File: src/rtl/accum_pkg.sv
// ============================================================================
// accum_pkg : shared helpers and constants for the accum_sat_gear slice
// Revision  : 1.0
// ============================================================================
`default_nettype none

package accum_pkg;

  localparam logic DIR_UP = 1'b1;
  localparam logic DIR_DN = 1'b0;

  // Ceiling log2; clog2(1) = 0.
  function automatic int clog2(input int v);
    int r;
    r = 0;
    while ((1 << r) < v) r++;
    return r;
  endfunction

  // Bits needed to hold 0..max_val, never narrower than one bit.
  function automatic int field_w(input int max_val);
    int w;
    w = clog2(max_val + 1);
    return (w < 1) ? 1 : w;
  endfunction

  function automatic longint unsigned mid_code(input int w);
    return 64'd1 << (w - 1);
  endfunction

endpackage

`default_nettype wire

File: src/rtl/accum_gear_ctrl.sv
// ============================================================================
// accum_gear_ctrl : direction history, gear-shift and dither-lock tracking
// Revision        : 1.0
// ============================================================================
`default_nettype none

module accum_gear_ctrl
  import accum_pkg::*;
#(
  parameter int MAX_SHIFT = 3,
  parameter int GEAR_CNT  = 8,
  parameter int LOCK_CNT  = 4
) (
  input  logic                          clk,
  input  logic                          rstb,
  input  logic                          i_en,
  input  logic                          i_upd,
  input  logic                          i_dir,
  input  logic                          i_gear_en,
  input  logic                          i_clr,
  output logic [field_w(MAX_SHIFT)-1:0] o_shift,
  output logic                          o_locked
);

  localparam int SHIFT_W = field_w(MAX_SHIFT);
  localparam int RUN_W   = field_w(GEAR_CNT - 1);
  localparam int REV_W   = field_w(LOCK_CNT);

  logic             r_last_dir;
  logic [RUN_W-1:0] r_run;
  logic [REV_W-1:0] r_rev;
  logic [SHIFT_W-1:0] r_shift;
  logic             r_locked;

  always_ff @(posedge clk or negedge rstb) begin
    if (!rstb) begin
      r_last_dir <= DIR_UP;
      r_run      <= '0;
      r_rev      <= '0;
      r_shift    <= '0;
      r_locked   <= 1'b0;
    end else if (i_clr) begin
      // External load restarts acquisition but keeps direction history.
      r_run    <= '0;
      r_rev    <= '0;
      r_shift  <= '0;
      r_locked <= 1'b0;
    end else begin
      if (i_upd) begin
        r_last_dir <= i_dir;
        if (i_dir == r_last_dir) begin
          r_rev    <= '0;
          r_locked <= 1'b0;
          if (i_gear_en) begin
            if (r_run == RUN_W'(GEAR_CNT - 1)) begin
              r_run <= '0;
              if (r_shift != SHIFT_W'(MAX_SHIFT))
                r_shift <= r_shift + SHIFT_W'(1);
            end else begin
              r_run <= r_run + RUN_W'(1);
            end
          end
        end else begin
          if (r_rev != REV_W'(LOCK_CNT))
            r_rev <= r_rev + REV_W'(1);
          r_locked <= (r_rev >= REV_W'(LOCK_CNT - 1));
          if (i_gear_en) begin
            r_run <= '0;
            if (r_shift != '0)
              r_shift <= r_shift - SHIFT_W'(1);
          end
        end
      end
      // Disabling gearing drops back to the base step on the next edge.
      if (i_en && !i_gear_en) begin
        r_run   <= '0;
        r_shift <= '0;
      end
    end
  end

  assign o_shift  = r_shift;
  assign o_locked = r_locked;

endmodule

`default_nettype wire

File: src/rtl/accum_sat_gear.sv
// ============================================================================
// accum_sat_gear : clamped up/down loop accumulator with gear-shift and lock
// Revision       : 1.0
// ============================================================================
`default_nettype none

module accum_sat_gear
  import accum_pkg::*;
#(
  parameter int               WIDTH     = 16,
  parameter int               STEP_W    = 4,
  parameter int               MAX_SHIFT = 3,
  parameter int               GEAR_CNT  = 8,
  parameter int               LOCK_CNT  = 4,
  parameter logic [WIDTH-1:0] RESET_VAL = WIDTH'(mid_code(WIDTH))
) (
  input  logic                          clk,
  input  logic                          rstb,
  input  logic                          enable,
  input  logic                          up,
  input  logic [STEP_W-1:0]             step,
  input  logic                          sel_ext,
  input  logic [WIDTH-1:0]              ext_val,
  input  logic [WIDTH-1:0]              lo_lim,
  input  logic [WIDTH-1:0]              hi_lim,
  input  logic                          gear_en,
  input  logic                          clr_flags,
  output logic [WIDTH-1:0]              out,
  output logic                          sat_hi,
  output logic                          sat_lo,
  output logic [field_w(MAX_SHIFT)-1:0] shift,
  output logic                          locked
);

  localparam int SHIFT_W = field_w(MAX_SHIFT);
  localparam int EXT_W   = WIDTH + MAX_SHIFT + 1;

  logic [WIDTH-1:0]   r_out;
  logic               r_sat_hi;
  logic               r_sat_lo;
  logic [SHIFT_W-1:0] w_shift;
  logic               w_locked;

  logic               w_upd;
  logic [EXT_W-1:0]   w_eff;
  logic [EXT_W-1:0]   w_sum;
  logic [EXT_W-1:0]   w_floor;
  logic               w_over;
  logic               w_under;
  logic [WIDTH-1:0]   w_sum_lo;
  logic [WIDTH-1:0]   w_diff_lo;
  logic [WIDTH-1:0]   w_next;
  logic               w_set_hi;
  logic               w_set_lo;

  assign w_upd = enable && !sel_ext && (step != '0) && (lo_lim <= hi_lim);

  // Bounds are tested at extended width so neither direction can wrap.
  assign w_eff   = EXT_W'(step) << w_shift;
  assign w_sum   = EXT_W'(r_out) + w_eff;
  assign w_floor = EXT_W'(lo_lim) + w_eff;
  assign w_over  = w_sum > EXT_W'(hi_lim);
  assign w_under = EXT_W'(r_out) < w_floor;

  assign w_sum_lo  = r_out + w_eff[WIDTH-1:0];
  assign w_diff_lo = r_out - w_eff[WIDTH-1:0];

  always_comb begin
    w_next   = r_out;
    w_set_hi = 1'b0;
    w_set_lo = 1'b0;
    if (up) begin
      w_next   = w_over ? hi_lim : w_sum_lo;
      w_set_hi = w_upd && w_over;
    end else begin
      w_next   = w_under ? lo_lim : w_diff_lo;
      w_set_lo = w_upd && w_under;
    end
  end

  always_ff @(posedge clk or negedge rstb) begin
    if (!rstb) begin
      r_out    <= RESET_VAL;
      r_sat_hi <= 1'b0;
      r_sat_lo <= 1'b0;
    end else if (enable) begin
      if (sel_ext)
        r_out <= ext_val;
      else if (w_upd)
        r_out <= w_next;
      r_sat_hi <= w_set_hi || (r_sat_hi && !clr_flags);
      r_sat_lo <= w_set_lo || (r_sat_lo && !clr_flags);
    end
  end

  accum_gear_ctrl #(
    .MAX_SHIFT (MAX_SHIFT),
    .GEAR_CNT  (GEAR_CNT),
    .LOCK_CNT  (LOCK_CNT)
  ) u_gear_ctrl (
    .clk       (clk),
    .rstb      (rstb),
    .i_en      (enable),
    .i_upd     (w_upd),
    .i_dir     (up),
    .i_gear_en (gear_en),
    .i_clr     (enable && sel_ext),
    .o_shift   (w_shift),
    .o_locked  (w_locked)
  );

  assign out    = r_out;
  assign sat_hi = r_sat_hi;
  assign sat_lo = r_sat_lo;
  assign shift  = w_shift;
  assign locked = w_locked;

endmodule

`default_nettype wire

File: config.mk
export PLATFORM = sky130hd
export DESIGN_NAME = accum_sat_gear
export DESIGN_NICKNAME = d
export VERILOG_FILES = /design/src/rtl/accum_pkg.sv /design/src/rtl/accum_gear_ctrl.sv /design/src/rtl/accum_sat_gear.sv
export SDC_FILE = /design/constraint.sdc
export NUM_CORES = 1
export LEC_CHECK = 0
export CAP_MARGIN = 20
export CORE_MARGIN = 1.5
export CORE_UTILIZATION = 45
export DETAILED_ROUTE_END_ITERATION = 8
export MAX_ROUTING_LAYER = met4
export PLACE_DENSITY = 0.7
export SYNTH_ARGS = -nofsm -noshare
export SYNTH_HDL_FRONTEND = slang
export SYNTH_SLANG_ARGS = --single-unit
File: constraint.sdc
create_clock -name clk -period 5.5 [get_ports clk]
set_input_delay 1.65 -clock clk [delete_from_list [all_inputs] [get_ports clk]]
set_output_delay 1.65 -clock clk [all_outputs]
set_load 0.02 [all_outputs]
==> results.json, run 1 <==
{
  "result_of_the_run": "completed",
  "synth_top_cell_by_area": "sky130_fd_sc_hd__ha_1",
  "finalCriticalPeriod_ps": 5341,
  "boundaryPins": 80,
  "slew_headroom": 0.5490,
  "synth_edf_count": 0,
  "final_max_slew_viols": 0,
  "clock_sinks": 28,
  "grt_setup_unrepaired": "true",
  "number_of_nets_in_the_final_layout": 881,
  "initialDrtViolationCount": 366,
  "hold-path-cell-count": 2,
  "global_route.usage.total": 0.3071,
  "hold_path_end": "sat_lo",
  "clock-root-buffer": "sky130_fd_sc_hd__clkbuf_8",
  "grt_most_used_layer": "met2",
  "post_synth_inst_count": 593,
  "cp_launch_type": "input port",
  "min_period_over_period": 0.9711,
  "min-delay-start": "sat_lo",
  "synth.top_cell.area_share": 0.1954,
  "initial_utilization": 0.4588,
  "ir_drop_mv": 0.2855,
  "clk_transition_reported_paths_ps": 110,
  "vias": 5314,
  "synthArstFlopShare": 1.000,
  "grt_start_max_net_pins": 29,
  "design.core.area_sq_um": 10180,
  "ff2ff_path_depth": 23,
  "cellLeakagePower_nw": 2.961,
  "synthToLayoutAreaGrowth_pct": 42.25,
  "r2r-end": "out[5]",
  "dp_cells": 864,
  "post_route_cells_drive_above_1_share": 0.2255,
  "antenna_violating_nets_post_route": 0,
  "buffer_ports.inserted": 79,
  "diodes": 0,
  "powerDensity_nw_per_um2": 499.0,
  "seq_area_frac_synth": 0.1505,
  "critical_r2r_launch": "u_gear_ctrl.o_shift[1]",
  "tritoncts.num_buffers": 3,
  "achievable-frequency_mhz": 187.2,
  "worstPathMaxFanout": 6,
  "ys_warn_count": 0,
  "synth.avg_cell_area_sq_um": 7.881,
  "die_height_um": 104.9,
  "syn-num-nets": 728,
  "drt_pre_antenna_iters": 5,
  "route.detailed.wl_per_inst_um": 19.03,
  "vias_per_cell": 6.032,
  "cts_tree": "yes",
  "netlist-cell-type-count": 66,
  "h-tree-depth": 1,
  "arrival_time_worst_endpoint_ps": 5540,
  "met3_usage": 0.04928,
  "grt_use_met1": 0.3991,
  "dpl_cell_area_sq_um": 6130,
  "grt_antenna_before_repair": 0,
  "maxCapViolations": 0,
  "global_route.usage.met2": 0.4935,
  "wirelength_mm": 16.76,
  "final_core_util": 0.6527,
  "detailedPlacementHpwl_mm": 13.36,
  "grt_remaining_overflow": 0,
  "finalSetupTns_ps": 0,
  "max-clock-path-buffers": 2,
  "setup.worst_path.class": "input port to flop",
  "timing.clock.skew_ps": 3.623,
  "min_path_type": "flop to flop",
  "die_area_sq_um": 11010,
  "synth.area.top_cells": "sky130_fd_sc_hd__ha_1 20%, sky130_fd_sc_hd__dfrtp_1 14%, sky130_fd_sc_hd__o21ai_0 4.6%",
  "netlist_area_sq_um": 4673,
  "crit_required_ps": 5700,
  "cp-end-kind": "flop",
  "finalHoldViolations": 0,
  "ys_ff_latch": 28,
  "final_design_area_no_fill_sq_um": 6648,
  "report.final.setup_viol": 0,
  "clock_insertion_delay_worst_skew_ps": 290,
  "gp_routability_congestion": 1.001,
  "synth-main-ff-cell": "sky130_fd_sc_hd__dfrtp_1",
  "finish.cell_count_without_fillers": 881,
  "actual_slew_at_the_worst_max_slew_pin_ps": 674.4,
  "grt_pass1_wl_mm": 26.22,
  "rrSetupSlack_ps": 790,
  "die_width_um": 104.9,
  "grt_pass1_vias": 5090,
  "site_rows": 37,
  "drc": 0
}
==> metrics by stage <==
step,worst slack [ps],power (mW),hold WS [ps]
6_report,159.0,3.317,504.7
3_3_place_gp,-612.9,2.647,467.8
5_1_grt,-33.78,3.547,541.1
3_5_place_dp,-700.3,2.675,490.3
4_1_cts,32.05,3.093,515.9
2_1_floorplan,170.5,1.721,513.2
==> worst max-delay path by stage <==
stage,startpoint,endpoint,slack (ps),depth (start not counted)
final,step[0],out[5],160,24
after global routing,step[0],out[7],-30,25
after CTS,step[0],out[8],30,22
after detailed placement,step[1],out[3],-700,20
after global placement,step[1],out[5],-610,19
after floorplan,step[1],out[14],170,18
==> metal layers <==
layer,routed length [um],part of all wire
met1,7246,0.43
met2,7696,0.46
met3,1420,0.085
met4,399,0.024
met5,0,0
==> worst max-delay path, cell delays in order <==
cell and delay, ps:
sky130_fd_sc_hd__buf_4 130, sky130_fd_sc_hd__mux2i_4 150, sky130_fd_sc_hd__nor2_2 80, sky130_fd_sc_hd__a31oi_4 210, sky130_fd_sc_hd__inv_2 70, sky130_fd_sc_hd__buf_4 130, sky130_fd_sc_hd__ha_2 180, sky130_fd_sc_hd__o21bai_4 190
sky130_fd_sc_hd__a221oi_4 280, sky130_fd_sc_hd__a21oi_2 100, sky130_fd_sc_hd__buf_6 130, sky130_fd_sc_hd__buf_4 130, sky130_fd_sc_hd__nand2_1 70, sky130_fd_sc_hd__xnor2_1 80, sky130_fd_sc_hd__ha_1 350, sky130_fd_sc_hd__nand4_1 130
sky130_fd_sc_hd__buf_4 170, sky130_fd_sc_hd__nor4_4 220, sky130_fd_sc_hd__nand4_1 180, sky130_fd_sc_hd__o31a_1 190, sky130_fd_sc_hd__buf_6 150, sky130_fd_sc_hd__o21ai_1 120, sky130_fd_sc_hd__o211ai_1 150, sky130_fd_sc_hd__a221oi_1 290
==> flip-flops by register name (all words and copies together), names as in the netlist <==
signal / count
u_gear_ctrl.r_run: 3
sat_lo: 1
u_gear_ctrl.o_shift: 2
u_gear_ctrl.o_locked: 1
out: 16
sat_hi: 1
u_gear_ctrl.r_last_dir: 1
u_gear_ctrl.r_rev: 3
==> Yosys cell counts (all sizes together), types with 8 or more instances <==
cell type / n
clkbuf: 17
a211oi: 18
o21ai: 43
nand2: 41
nand4: 13
xnor2: 23
nand2b: 20
mux2i: 19
nor3: 15
a21oi: 39
xor2: 14
a31oi: 8
or2: 8
dfrtp: 26
nand3: 20
a21o: 10
buf: 10
nor2: 28
nor2b: 8
inv: 38
ha: 73
==> where the power goes <==
part / switching, mW / internal (mW)
Combinational: 1.36 / 1.34
Sequential: 0.173 / 0.265
Clock: 0.0788 / 0.0979
Total: 1.61 / 1.70
==> cell type report <==
class                   instances  area, sq um
multi-input cells             499         4016
fillers                       881         3537
repair buffers                175         1540
flip-flops and latches         28        703.2
well taps                     136        170.2
inverters                      39        146.4
clock buffers                   3        41.29
clock inverters                 1        30.03
==> cells in the final DEF, fill, tap and decap left out, types with 14 or more instances in the layout <==
| master | Yosys | routed |
|---|---|---|
| sky130_fd_sc_hd__o21ai_1 | 0 | 16 |
| sky130_fd_sc_hd__nor2_1 | 27 | 23 |
| sky130_fd_sc_hd__xor2_1 | 14 | 14 |
| sky130_fd_sc_hd__clkdlybuf4s50_1 | 0 | 75 |
| sky130_fd_sc_hd__a21oi_1 | 38 | 31 |
| sky130_fd_sc_hd__a211oi_1 | 18 | 14 |
| sky130_fd_sc_hd__dfrtp_1 | 26 | 26 |
| sky130_fd_sc_hd__mux2i_1 | 19 | 18 |
| sky130_fd_sc_hd__o21ai_0 | 43 | 25 |
| sky130_fd_sc_hd__xnor2_1 | 23 | 19 |
| sky130_fd_sc_hd__nand2_1 | 41 | 39 |
| sky130_fd_sc_hd__inv_1 | 38 | 37 |
| sky130_fd_sc_hd__nand2b_1 | 20 | 20 |
| sky130_fd_sc_hd__nand3_1 | 20 | 20 |
| sky130_fd_sc_hd__ha_1 | 73 | 64 |
| sky130_fd_sc_hd__buf_4 | 1 | 88 |
==> kinds of logic after synthesis <==
family	count (synthesis)	share of synthesized area
multiplexers	22	0.04792
adder cells (fa/ha/maj)	76	0.2083
buffers and inverters	66	0.05944
AND/OR/NAND/NOR	190	0.2185
flip-flops	28	0.1505
AO/OA/AOI/OAI	174	0.2461
XOR/XNOR	37	0.06934
==> what timing repair did <==
action	4_1_cts	5_1_grt
resized for setup	47	59
pin swaps	27	31
endpoints found under the hold margin	0	0
setup buffers	8	5
endpoints found under the setup margin	17	17
gates cloned	0	0
hold buffers	0	0
Note: power is estimated with default switching activity, not from simulation.
==> inputs of run 2 (changes only) <==
CTS_CLUSTER_DIAMETER = 40   (was not set)
SYNTH_HIERARCHICAL = 1   (was not set)
==> run 2 against run 1 <==
Compared with the run above: the run now ends with setup timing left; total power decreased by 51%; sequential power decreased by 20%; hold slack got worse by 6.5 ps; critical endpoint is now out[9].
==> results.json, run 2 <==
{
  "result_of_the_run": "complete, but fails checks",
  "failed_checks": "setup timing",
  "boundaryPins": 80,
  "antenna_violating_nets_post_route": 0,
  "most_common_cell_after_layout_fill_and_taps_aside": "sky130_fd_sc_hd__buf_4",
  "setup.worst_path.class": "input port to flop",
  "cellLeakagePower_nw": 2.913,
  "fillerInstances": 838,
  "vias_per_cell": 5.677,
  "die_area_sq_um": 10740,
  "crit_top_cell": "sky130_fd_sc_hd__buf_4",
  "largest_register_ff_count": 16,
  "grt_pass1_wl_mm": 23.80,
  "finalCriticalPeriod_ps": 5514,
  "cell_by_cell_trace_of_the_critical_path": "buf_2 > mux2_4 > o21ai_4 > buf_6 > buf_4 > inv_1 > ha_1 > buf_4 > a21oi_4 > buf_4 > buf_4 > o31ai_1 > xnor2_1 > ha_1 > nand2_1 > o21ai_1 > a221o_1 > a211o_1 > a32oi_4 > buf_4 > buf_6 > mux2_1 > a21oi_2 > a221oi_2",
  "finalHoldViolations": 0,
  "synth_top_cell_by_area": "sky130_fd_sc_hd__ha_1",
  "synth_most_common_cell": "sky130_fd_sc_hd__ha_1",
  "grt_remaining_overflow": 0,
  "min_path_type": "flop to flop",
  "drc": 0,
  "arrival_time_worst_endpoint_ps": 5670,
  "post_synth_inst_count": 563,
  "clock-root-buffer": "sky130_fd_sc_hd__clkbuf_8",
  "netlist_top_cells_count": "73 x sky130_fd_sc_hd__ha_1, 48 x sky130_fd_sc_hd__nand2_1, 42 x sky130_fd_sc_hd__inv_1",
  "worst_slack_ps": -14.21,
  "syn-num-nets": 698,
  "clk_transition_reported_paths_ps": 100,
  "maxCapViolations": 0,
  "synthToLayoutAreaGrowth_pct": 40.97,
  "crit_required_ps": 5650,
  "diodes": 0,
  "design.core.area_sq_um": 9819,
  "tritoncts.num_buffers": 3,
  "buffer_ports.inserted": 79,
  "cts_tree": "yes",
  "achievable-frequency_mhz": 181.4,
  "h-tree-depth": 1,
  "drt_pre_antenna_iters": 5,
  "hold-path-cell-count": 2,
  "max-clock-path-buffers": 2,
  "grt_setup_unrepaired": "true",
  "post_cts_hold_buffer_count": 0,
  "die_width_um": 103.6,
  "crit_slowest_cell": "sky130_fd_sc_hd__mux2_1",
  "ys_warn_count": 6,
  "initial_utilization": 0.4641,
  "ir_drop_mv": 0.1397,
  "powerDensity_nw_per_um2": 253.7,
  "final_max_slew_viols": 0,
  "post-layout-total-power_mw": 1.630,
  "netlist-cell-type-count": 68,
  "synth-main-ff-cell": "sky130_fd_sc_hd__dfrtp_1",
  "report.final.setup_viol": 1,
  "synth.avg_cell_area_sq_um": 8.094,
  "worstPathMaxFanout": 5,
  "crit_cells": 24,
  "finalSetupTns_ps": -14.21,
  "grt_antenna_before_repair": 0,
  "ys_ff_latch": 28,
  "combined_buffer_and_inverter_count_along_the_critical_path": 9,
  "site_rows": 36,
  "global_route.usage.total": 0.2808,
  "slew_headroom": 0.5399,
  "synthArstFlopShare": 1.000,
  "vias": 4786,
  "number_of_nets_in_the_final_layout": 846,
  "synth.area.top_cells": "sky130_fd_sc_hd__ha_1 20%, sky130_fd_sc_hd__dfrtp_1 14%, sky130_fd_sc_hd__xnor2_1 4.4%",
  "wirelength_mm": 15.03,
  "gp_routability_congestion": 0.9134,
  "clock_sinks": 28,
  "grt_pass1_vias": 4823,
  "dp_cells": 825,
  "cp_launch_type": "input port",
  "dp_worst_setup_slack_ps": -909.2,
  "timing.critical_path.max_delay_family": "compound AO/OA/AOI/OAI gates",
  "cp-end-kind": "flop",
  "timing.clock.skew_ps": 1.525,
  "synth.top_cell.area_share": 0.2004,
  "grt_start_max_net_pins": 29,
  "seq_area_frac_synth": 0.1543,
  "die_height_um": 103.6,
  "route.detailed.wl_per_inst_um": 17.83,
  "detailedPlacementHpwl_mm": 11.78,
  "final.hold.worst_slack_ps": 498.2,
  "synth_edf_count": 0,
  "critPathMaxStageDelay_ps": 350,
  "min_period_over_period": 1.003,
  "netlist_area_sq_um": 4557,
  "initialDrtViolationCount": 189,
  "actual_slew_at_the_worst_max_slew_pin_ps": 690.2,
  "mostFrequentLayoutCells": "80 x sky130_fd_sc_hd__buf_4, 75 x sky130_fd_sc_hd__clkdlybuf4s50_1, 68 x sky130_fd_sc_hd__ha_1, 48 x sky130_fd_sc_hd__nand2_1, 39 x sky130_fd_sc_hd__inv_1",
  "finish.cell_count_without_fillers": 843,
  "clock_insertion_delay_worst_skew_ps": 290,
  "ff2ff_path_depth": 24,
  "post_route_cells_drive_above_1_share": 0.2380
}
[run 2: worst register-to-register path, delay by kind of cell, from the launching register on]
family	cells	cell delay, ps
adders and majority gates	2	470
DFF	1	740
buffers and inverters	8	940
AOI/OAI and AO/OA	9	1470
muxes	2	700
xor gates and xnor gates	1	240
and+or+nand+nor	2	230
[run 2: what timing repair did]
action | in CTS | in global routing
gates resized for setup | 45 | 37
setup buffers | 6 | 8
pin swaps | 24 | 27
setup endpoints to repair | 18 | 16
[run 2: final cells by class]
cell class | instances | area, sq um | area share
Clock buffer | 4 | 55.05 | 0.008570
Inverter | 44 | 165.2 | 0.02571
Multi-Input combinational cell | 467 | 3847 | 0.5989
Sequential cell | 28 | 703.2 | 0.1095
Tap cell | 133 | 166.4 | 0.02591
Timing Repair Buffer | 167 | 1486 | 0.2314
[run 2: stage by stage]
stage                     area, sq um  utilization
after CTS                        6201       0.6315
after detailed placement         5974       0.6084
after global placement           5974       0.6084
after floorplan                  4581            -
after global routing             6424       0.6542
final                            6424       0.6542
[run 2: metal layers]
metal  share of wire  global-route usage
met1            0.43              0.3455
met2            0.49              0.4814
met3           0.052             0.02517
met4           0.032              0.1002
met5               0                   -
[run 2: path summary, 6_finish.rpt]
| kind | from | end | slack [ps] |
|---|---|---|---|
| setup / recovery | step[2] | out[9] | -10 |
| hold / removal | sat_lo | sat_lo | 500 |
| setup reg to reg | u_gear_ctrl/o_shift[0] | out[9] | 570 |
| hold reg to reg | sat_lo | sat_lo | 500 |
| max in group asynchronous | rstb | u_gear_ctrl/r_last_dir | 3450 |
| min in group asynchronous | rstb | out[8] | 1730 |
[run 2: kinds of logic (layout without fill, tap and decap cells)]
family / Yosys count / in the layout / share of synthesized area
mux: 21 / 21 / 0.04805
xor+xnor: 39 / 39 / 0.07661
flops: 28 / 28 / 0.1543
buf+inv: 68 / 215 / 0.06507
simple gates: 184 / 184 / 0.2092
fa+ha+maj: 76 / 76 / 0.2136
compound gates: 147 / 147 / 0.2331
[run 2: power by group]
group | switching [mW] | internal, mW | leakage, nW
Clock | 0.0711 | 0.0644 | 0.0288
Combinational | 0.562 | 0.582 | 2.54
Sequential | 0.104 | 0.246 | 0.345
==> inputs of run 3 (changes only) <==
CORE_UTILIZATION = 35   (was 45)
PLACE_DENSITY = not set   (was 0.7)
==> run 3 against run 2 <==
Compared with the run above: the flow now finishes without violations; flip-flop and latch count is the same; sequential power rose by 3%; critical path type unchanged; design area up 4.8%; critical path depth decreased by 2.
==> results.json, run 3 (synthesized netlist as in run 2, its figures left out) <==
{
  "result_of_the_run": "completed",
  "die_height_um": 117.1,
  "min_path_type": "flop to flop",
  "clock_insertion_delay_worst_skew_ps": 260,
  "post-layout-total-power_mw": 1.743,
  "actual_slew_at_the_worst_max_slew_pin_ps": 924.7,
  "grt_antenna_before_repair": 0,
  "vias": 4776,
  "maxCapViolations": 0,
  "site_rows": 41,
  "vias_per_cell": 5.446,
  "grt_pass1_wl_mm": 24.27,
  "final.hold.worst_slack_ps": 514.1,
  "buffer_ports.inserted": 79,
  "timing.clock.skew_ps": 1.967,
  "cell_by_cell_trace_of_the_critical_path": "buf_8 > nor2b_4 > nor2b_4 > ha_4 > inv_2 > fa_2 > o21bai_4 > a21oi_4 > o21ai_4 > nand4_1 > buf_4 > xnor2_2 > ha_1 > nand4_1 > nor2_1 > a221o_1 > a211o_1 > a32oi_4 > buf_6 > mux2_4 > a211o_1 > a31oi_1",
  "fillerInstances": 1155,
  "antenna_violating_nets_post_route": 0,
  "ir_drop_mv": 0.1402,
  "worstPathMaxFanout": 4,
  "grt_start_max_net_pins": 29,
  "max-clock-path-buffers": 2,
  "layout.area.seq_sq_um": 703.2,
  "die_width_um": 117.1,
  "multi_input_comb_area_sq_um": 4054,
  "drt_pre_antenna_iters": 7,
  "cp_launch_type": "input port",
  "crit_slowest_cell": "sky130_fd_sc_hd__fa_2",
  "wirelength_mm": 15.55,
  "number_of_nets_in_the_final_layout": 841,
  "setup.worst_path.class": "input port to flop",
  "report.final.setup_viol": 0,
  "final_max_slew_viols": 0,
  "crit_required_ps": 5690,
  "worst_slack_ps": 31.87,
  "finalSetupTns_ps": 0,
  "die_area_sq_um": 13710,
  "clock_sinks": 28,
  "grt_pass1_vias": 4781,
  "post_cts_hold_buffer_count": 0,
  "clk_transition_reported_paths_ps": 70,
  "clock-root-buffer": "sky130_fd_sc_hd__clkbuf_16",
  "h-tree-depth": 1,
  "boundaryPins": 80,
  "tritoncts.num_buffers": 3,
  "dp_worst_setup_slack_ps": -952.0,
  "cellLeakagePower_nw": 2.978,
  "detailedPlacementHpwl_mm": 12.43,
  "slew_headroom": 0.3816,
  "mostFrequentLayoutCells": "74 x sky130_fd_sc_hd__clkdlybuf4s50_1, 70 x sky130_fd_sc_hd__buf_4, 61 x sky130_fd_sc_hd__ha_1, 47 x sky130_fd_sc_hd__nand2_1, 36 x sky130_fd_sc_hd__inv_1",
  "arrival_time_worst_endpoint_ps": 5660,
  "cp-end-kind": "flop",
  "powerDensity_nw_per_um2": 258.9,
  "initialDrtViolationCount": 291,
  "cts_tree": "yes",
  "global_route.usage.total": 0.2359,
  "diodes": 0,
  "post_route_cells_drive_above_1_share": 0.2652,
  "drc": 0,
  "grt_remaining_overflow": 0,
  "route.detailed.wl_per_inst_um": 17.73,
  "min_period_over_period": 0.9942,
  "largest_register_ff_count": 16,
  "grt_setup_unrepaired": "true",
  "most_common_cell_after_layout_fill_and_taps_aside": "sky130_fd_sc_hd__clkdlybuf4s50_1",
  "design.core.area_sq_um": 12670,
  "gp_routability_congestion": 0.9240,
  "synthToLayoutAreaGrowth_pct": 47.75,
  "finalHoldViolations": 0,
  "critPathMaxStageDelay_ps": 370,
  "initial_utilization": 0.3596,
  "finalCriticalPeriod_ps": 5468,
  "achievable-frequency_mhz": 182.9
}
-- run 3: worst max-delay path: cells and delay by family --
family / cells / cell delay (ps)
AND/OR/NAND/NOR: 5 / 660
XOR/XNOR: 1 / 140
multiplexers: 1 / 290
AO/OA/AOI/OAI: 8 / 1600
adder cells (fa/ha/maj): 3 / 860
buffers and inverters: 4 / 440
-- run 3: layout make-up --
class / instances / share of cell area
clock buffer: 4 / 0.01319
inverter: 44 / 0.02490
multi-input combinational: 467 / 0.6021
sequential: 28 / 0.1044
tap: 172 / 0.03196
timing repair buffer: 162 / 0.2234
-- run 3: stage by stage --
| stage | instance area [sq um] | utilization | cells |
|---|---|---|---|
| 2_1_floorplan | 4581 | - | 563 |
| 3_5_place_dp | 5953 | 0.4698 | 853 |
| 6_report | 6733 | 0.5314 | 877 |
| 4_1_cts | 6337 | 0.5001 | 866 |
| 3_3_place_gp | 5953 | 0.4698 | 853 |
| 5_1_grt | 6733 | 0.5314 | 877 |
-- run 3: path summary, 6_finish.rpt --
| check | startpoint | to | slack (ps) | cells past startpoint |
|---|---|---|---|---|
| min in group asynchronous | rstb | out[8] | 1780 | 2 |
| max | step[0] | out[2] | 30 | 22 |
| max in group asynchronous | rstb | u_gear_ctrl/r_last_dir | 3400 | 2 |
| max reg2reg | u_gear_ctrl/o_shift[0] | out[2] | 650 | 22 |
| min reg2reg | sat_lo | sat_lo | 510 | 2 |
| min | sat_lo | sat_lo | 510 | 2 |
-- run 3: layer usage --
metal,vias to the layer above,global-route usage,routed length (um)
li1,2318,-,-
met5,-,-,0
met4,0,0.05863,365
met2,149,0.4094,7648
met1,2286,0.2974,6815
met3,23,0.02008,718
-- run 3: where the power goes --
group | internal, mW | total [mW] | switching, mW
combinational | 0.620 | 1.20 | 0.576
clock | 0.112 | 0.185 | 0.0731
sequential | 0.246 | 0.362 | 0.117
total | 0.977 | 1.74 | 0.766
-- run 3: repair_timing --
item,in CTS,in global routing
pin swaps,30,54
resized for setup,60,56
endpoints found under the setup margin,18,16
cloned,0,1
setup buffers,9,10
